**config.mk**
```make
export PLATFORM = sky130hd
export DESIGN_NAME = piso_tx_arbiter
export DESIGN_NICKNAME = d
export VERILOG_FILES = /design/src/rtl/piso_tx_arbiter.sv
export SDC_FILE = /design/constraint.sdc
export NUM_CORES = 1
export LEC_CHECK = 0
export ABC_AREA = 1
export BUFFER_PORTS_ARGS = -buffer_cell sky130_fd_sc_hd__buf_4
export CAP_MARGIN = 30
export CORE_AREA = 2 2 39 41
export CTS_CLUSTER_SIZE = 25
export DETAILED_ROUTE_END_ITERATION = 16
export DIE_AREA = 0 0 41 43
export PLACE_DENSITY_LB_ADDON = 0.05
export SYNTH_ARGS = -nofsm -noshare
export SYNTH_HDL_FRONTEND = slang
export SYNTH_SLANG_ARGS = --single-unit
```
**constraint.sdc**
```tcl
create_clock -name clk -period 2.5 [get_ports clk]
set_input_delay 0.125 -clock clk [delete_from_list [all_inputs] [get_ports clk]]
set_output_delay 0.125 -clock clk [all_outputs]
set_load 0.1 [all_outputs]
```
**src/rtl/piso_tx_arbiter.sv**
```systemverilog
// Round-robin arbiter and load/shift sequencer for one shared PISO shift register.
// Words are granted with a one-cycle ready pulse, loaded, then shifted out with per-bit flags.
module piso_tx_arbiter #(
  parameter int WIDTH = 4,
  parameter int NREQ  = 2,
  localparam int GW = (NREQ > 2) ? $clog2(NREQ) : 1,
  localparam int CW = $clog2(WIDTH)
) (
  input  logic                  clk,
  input  logic                  reset,
  input  logic [NREQ-1:0]       req_valid,
  input  logic [NREQ*WIDTH-1:0] req_data,
  output logic [NREQ-1:0]       req_ready,
  input  logic                  hold,
  output logic                  piso_enable,
  output logic                  piso_select,
  output logic [WIDTH-1:0]      piso_data,
  output logic                  bit_valid,
  output logic [CW-1:0]         bit_index,
  output logic [GW-1:0]         grant_id,
  output logic                  busy,
  output logic                  done
);

  typedef enum logic [1:0] {
    S_IDLE  = 2'd0,
    S_LOAD  = 2'd1,
    S_SHIFT = 2'd2
  } state_t;

  // Handshake: a requester raises req_valid with stable req_data and keeps both
  // until it sees req_ready; the word is accepted on the clock edge ending that cycle.

  state_t            state_q, state_d;
  logic [CW-1:0]     cnt_q, cnt_d;
  logic [GW-1:0]     ptr_q, ptr_d;
  logic [GW-1:0]     gid_q, gid_d;
  logic [WIDTH-1:0]  word_q, word_d;

  logic              win_found;
  logic [GW-1:0]     win_idx;
  int                cand;
  logic              last_bit;
  logic              grant_opp;
  logic              grant;

  // Search starts one past the last winner and wraps, so the last winner ranks lowest.
  always_comb begin
    win_found = 1'b0;
    win_idx   = '0;
    cand      = 0;
    for (int k = 1; k <= NREQ; k++) begin
      cand = int'(ptr_q) + k;
      if (cand >= NREQ) cand = cand - NREQ;
      if (!win_found && req_valid[GW'(cand)]) begin
        win_found = 1'b1;
        win_idx   = GW'(cand);
      end
    end
  end

  assign last_bit  = (state_q == S_SHIFT) && (cnt_q == CW'(WIDTH - 1)) && !hold;
  assign grant_opp = !reset && ((state_q == S_IDLE) || last_bit);
  assign grant     = grant_opp && win_found;

  always_comb begin
    state_d = state_q;
    cnt_d   = cnt_q;
    ptr_d   = ptr_q;
    gid_d   = gid_q;
    word_d  = word_q;
    if (grant) begin
      ptr_d  = win_idx;
      gid_d  = win_idx;
      word_d = req_data[int'(win_idx)*WIDTH +: WIDTH];
    end
    unique case (state_q)
      S_IDLE: begin
        if (grant) state_d = S_LOAD;
      end
      S_LOAD: begin
        state_d = S_SHIFT;
        cnt_d   = '0;
      end
      S_SHIFT: begin
        if (!hold) begin
          if (last_bit) begin
            state_d = grant ? S_LOAD : S_IDLE;
            cnt_d   = '0;
          end else begin
            cnt_d = cnt_q + CW'(1);
          end
        end
      end
      default: begin
        state_d = S_IDLE;
        cnt_d   = '0;
      end
    endcase
  end

  always_ff @(posedge clk) begin
    if (reset) begin
      state_q <= S_IDLE;
      cnt_q   <= '0;
      ptr_q   <= GW'(NREQ - 1);
      gid_q   <= '0;
      word_q  <= '0;
    end else begin
      state_q <= state_d;
      cnt_q   <= cnt_d;
      ptr_q   <= ptr_d;
      gid_q   <= gid_d;
      word_q  <= word_d;
    end
  end

  // Outputs decode state and count; hold only masks the shift enable and bit flag.
  assign req_ready   = grant ? (NREQ'(1) << win_idx) : '0;
  assign piso_enable = (state_q == S_LOAD) || ((state_q == S_SHIFT) && !hold);
  assign piso_select = (state_q == S_SHIFT);
  assign piso_data   = (state_q == S_LOAD) ? word_q : '0;
  assign bit_valid   = (state_q == S_SHIFT) && !hold;
  assign bit_index   = bit_valid ? cnt_q : '0;
  assign grant_id    = gid_q;
  assign busy        = (state_q != S_IDLE);
  assign done        = last_bit;

endmodule

```
# Yosys cells after proc, flatten, opt, wreduce, memory -nomap -nowiden
# Index checks and enable logic that the tools add are counted.
dict set report totals {
  regBits 10
  in_bits 13
  word_cells 59
}
dict set report classes {
  bitwise 1
  n_eq_ne 6
  muxes 21
  add_sub_neg 5
  shifts 2
  n_reduce_logical 15
  magnitude_cmp 4
}
# cell count
set ops {}
lappend ops {{two-way mux 2 bit} 7}
lappend ops {{two-way mux 1 bit} 11}
lappend ops {{indexed part select 8 x 4 -> 4 bit} 1}
lappend ops {{logical AND 1 bit} 6}
lappend ops {{less-than comparator 1 x 3 -> 1 bit (second input constant)} 2}
lappend ops {{one-hot mux 2 bit (3 select lines)} 1}
lappend ops {{== test 2 bit (second input constant)} 2}
lappend ops {{two-way mux 4 bit} 1}
lappend ops {{!= test 2 bit (second input constant)} 2}
lappend ops {{one-hot mux 2 bit (2 select lines)} 1}
lappend ops {{adder 1 x 2 -> 3 bit (second input constant)} 1}
lappend ops {{>= comparator 3 x 2 -> 1 bit (second input constant)} 1}
lappend ops {{logical NOT 1 bit} 3}
lappend ops {{AND reduction 3 bit} 1}
lappend ops {{adder 1 x 1 -> 2 bit (second input constant)} 1}
lappend ops {{adder 2 x 1 -> 2 bit (second input constant)} 1}
lappend ops {{== test 2 x 1 -> 1 bit (second input constant)} 1}
lappend ops {{>= comparator 2 bit (second input constant)} 1}
lappend ops {{logical NOT 2 bit} 1}
lappend ops {{logical OR 1 bit} 2}
lappend ops {{!= test 2 x 1 -> 1 bit (second input constant)} 1}
lappend ops {{AND reduction 2 bit} 1}
lappend ops {{nonzero test 2 bit} 1}
lappend ops {{left shift 1 x 1 -> 2 bit (first input constant)} 1}
lappend ops {{2 further kinds} 3}

# Longest topological paths before layout
dict set report logic_depth {
  depth_word 15
  depth_mapped 6
  ltp_nobuf 6
}

# Worst setup path after synthesis
# OpenSTA, ideal clock, no wires.
dict set report synth_path {
  kind {register to output}
  start {register state_q[1]}
  end {output bit_index[0]}
  arrival_ns 2.724
  t_required_ns 2.375
  setup_slack_ns -0.349
  path_stages_with_launch 5
  path_cell_list {dfxtp_1 -> inv_2 -> nor2_2 -> nand2_2 -> nor2_1}
}
dict set report synth_via {
  elab_chain_cells 3
}
# element line_no
set synth_lines {}
lappend synth_lines {{from (decl)} 34} ;# state_t state_q, state_d;
lappend synth_lines {{from (signal assigned)} 110} ;# state_q <= state_d;
lappend synth_lines {{== test 2 bit} n/a}
lappend synth_lines {{named net piso_select} 16} ;# output logic piso_select,
lappend synth_lines {{logical AND 1 bit} 123} ;# assign bit_valid = (state_q == S_SHIFT) && !hold;
lappend synth_lines {{two-way mux 2 bit} 124} ;# assign bit_index = bit_valid ? cnt_q : '0;
lappend synth_lines {{to (decl)} 19} ;# output logic [CW-1:0] bit_index,
# The timed path passes the listed nets, and every way through them passes these cells.

# Final worst setup path
dict set report layout_path {
  start {register cnt_q[0]}
  end {output req_ready[1]}
}
dict set report layout_via {
  elab_chain_cells 7
}
# element line_no
set layout_lines {}
lappend layout_lines {{from (decl)} 35} ;# logic [CW-1:0] cnt_q, cnt_d;
lappend layout_lines {{from (signal assigned)} 111} ;# cnt_q <= cnt_d;
lappend layout_lines {{== test 2 bit} 62} ;# assign last_bit = (state_q == S_SHIFT) && (cnt_q == CW'(WIDTH - 1)) && !hold;
lappend layout_lines {{logical AND 1 bit (2 in series)} 62}
lappend layout_lines {{logical OR 1 bit} 63} ;# assign grant_opp = !reset && ((state_q == S_IDLE) || last_bit);
lappend layout_lines {{logical AND 1 bit} 63}
lappend layout_lines {{logical AND 1 bit} 64} ;# assign grant = grant_opp && win_found;
lappend layout_lines {{two-way mux 2 bit} 119} ;# assign req_ready = grant ? (NREQ'(1) << win_idx) : '0;
lappend layout_lines {{to (decl)} 13} ;# output logic [NREQ-1:0] req_ready,
# Every way passes these cells.

==> metrics.cfg <==
[cts]
clk-insertion-delay-late_ns=0.26
cts.sinks=10
clk_path_buf_depth=2
ctsHoldBuffers=0
cts_tree=built
root_buffer=clkbuf_4
h-tree-depth=1
post_cts.repair.setup_buffers=0
cts_made_buffers=3
path_clk_slew_ns=0.06
cts_resized=0

[worst_setup_path]
crit_required_ns=2.38
crit_start=cnt_q[0]
reg2reg_depth=5
rrSetupSlack_ns=1.32
timing.rr.start=cnt_q[0]
crit_slowest_cell=dfxtp_1
cp_max_fo=6
startpoint_type=flip-flop
crit_path_end_kind=output pin
reg2reg_to=grant_id
cp.arrival_ns=1.59
critPathCapture=req_ready[1]
slowest_delay_ns=0.36
worstPathCellList=ha_1, nand4_2, nand2_4, nand3_1, inv_1, buf_4
crit_type=flip-flop to output pin

[layout]
layout.nets=127
fill_cells=145
antenna_cells=0
area_growth_pct=41.9
layout_commonest_cell=buf_4
mostFrequentLayoutCells=buf_4, nand2_1, inv_1, nand3_1, dfxtp_1
fin_util_pct=58.5
layout-drive-gt1-share_pct=39.3

[logic_synthesis]
synth_mux_area_share_pct=0
synth_xor_area_share_pct=0
synth_top_family_by_area=simple AND/OR/NAND/NOR gates
synth_top_area_share_pct=35.1
synth_adder_area_share_pct=2.19
synth_cell_types=17
yosysWarnings=0
syn_nets=98
synth-seq-cells=10
syn_inst=84
synth_compound_area_share_pct=9.43
synth_area_um2=571
synthSimpleGateAreaFrac_pct=41.2
synth_top_area_cell=dfxtp_1
synth_area_leaders=dfxtp_1, nand2_1, nand3_1, inv_1, a21oi_1
ys_seq_area_share_pct=35.1
syn_area_per_cell_um2=6.79

[die]
fp.dieArea_um2=1760
dieHeight_um=43
core_um2=1380
row_count=14
initial_utilization_pct=41.2
io_pins=27
die_w_um=41

[power_and_ir_drop]
p_clk_share_pct=31.8
p_comb_share_pct=30.2
p_sw_mw=0.162
p_int_mw=0.293
p_leak_nw=0.438
cellPowerDensity_nw_per_um2=562
vdd_ir_drop_max_v=0.000361
total_power_mw=0.455
p_sw_share_pct=35.6
p_seq_share_pct=38.0

[routing]
drc=0
postRouteWirelength_um=1140
postRouteAntennaNets=0
wl_per_cell_um=8.89
num_vias=587
drt_iter0_drc=4
dr.pass1.iters=2
vias_per_cell=4.59

[grt]
grt_pass1_wl_um=1770
overflow=0
grt_pass1_vias=439
grt_max_degree=10
grt.total_usage_pct=14.8
antenna_found_initial=0

[placement]
gp_congestion=0.690
placement.io_buffers=25
dp_hpwl_um=940

[timing]
clock_skew_ns=0.00187
setup_viol=0
finalHoldViolations=0
tightest_slew_ns=0.279
min_period_ns=1.72
fmax_ghz=0.582
rsz0062_at_grt=no
timing.final.max_slew_violations=0
finalCritPeriodShare_pct=68.7
max_slew_margin_pct=81.6

[status]
status=complete, no violations

[min_path]
hold_path_class=primary input to flip-flop

[flow_run]
max-cap-violations=0

-- synthesized netlist by cell type --
cell type,number
a21oi_1,8
a21oi_2,1
buf_2,1
dfxtp_1,10
ha_1,1
inv_1,11
inv_2,6
nand2_1,19
nand2_2,2
nand2_4,2
nand3_1,10
nand3_2,1
nand4_2,1
nor2_1,8
nor2_2,1
nor2_8,1
o21ai_0,1
-- metal layers --
metal	track usage (%)	vias up	wire length, um
li1	-	319	-
met1	19.2	255	538
met2	20.9	13	533
met3	7.85	0	66
met4	4.00	0	0
met5	0	-	0
-- state kept, by name, summed over array words and instances (netlist names) --
name and count:
word_q 4, cnt_q 2, state_q 2, grant_id 1
ptr_q 1
-- cells by family (layout without fill, tap and decap cells) --
family	Yosys count	count (layout)
and+or+nand+nor	45	45
buffers and inverters	18	46
AOI/OAI and AO/OA	10	10
DFF	10	10
adders and majority gates	1	1
-- metrics by stage --
stage	worst slack, ns	cell area, um^2	hold WS [ns]	TNS, ns	std cells
finish	0.782	810	0.129	0	128
global route	0.676	810	0.126	0	128
CTS	0.751	810	0.117	0	128
detailed placement	1.05	773	0.407	0	124
global placement	1.08	773	0.399	0	124
floorplan	-0.349	571	0.380	-0.698	84
-- worst max-delay path: cells and delay by family, from the launching register on --
kind,cells,cell delay (ns)
simple gates,3,0.42
fa+ha+maj,1,0.19
flops,1,0.36
buf+inv,2,0.36
-- power groups by stage --
stage | Sequential, mW | Clock (mW) | Combinational [mW]
after global placement | 0.177 | 0 | 0.138
after floorplan | 0.179 | 0 | 0.102
after CTS | 0.173 | 0.152 | 0.139
final | 0.173 | 0.145 | 0.138
after detailed placement | 0.177 | 0 | 0.139
after global routing | 0.174 | 0.157 | 0.148
-- worst min path at each step --
| stage | slack, ns | start | to | depth (start not counted) |
|---|---|---|---|---|
| floorplan | 0.38 | req_data[0] | word_q[0] | 4 |
| global placement | 0.40 | reset | cnt_q[1] | 2 |
| detailed placement | 0.41 | reset | cnt_q[1] | 2 |
| CTS | 0.12 | reset | cnt_q[1] | 2 |
| global route | 0.13 | reset | cnt_q[1] | 2 |
| finish | 0.13 | reset | cnt_q[1] | 2 |
-- cell type report --
type | count | area, um^2 | share of cell area [%]
multi-input combinational | 56 | 302 | 37.2
sequential | 10 | 200 | 24.7
timing repair buffer | 25 | 188 | 23.2
inverter | 17 | 63.8 | 7.88
clock buffer | 4 | 36.3 | 4.48
tap | 16 | 20.0 | 2.47
Note: power is estimated with default switching activity, not from simulation.
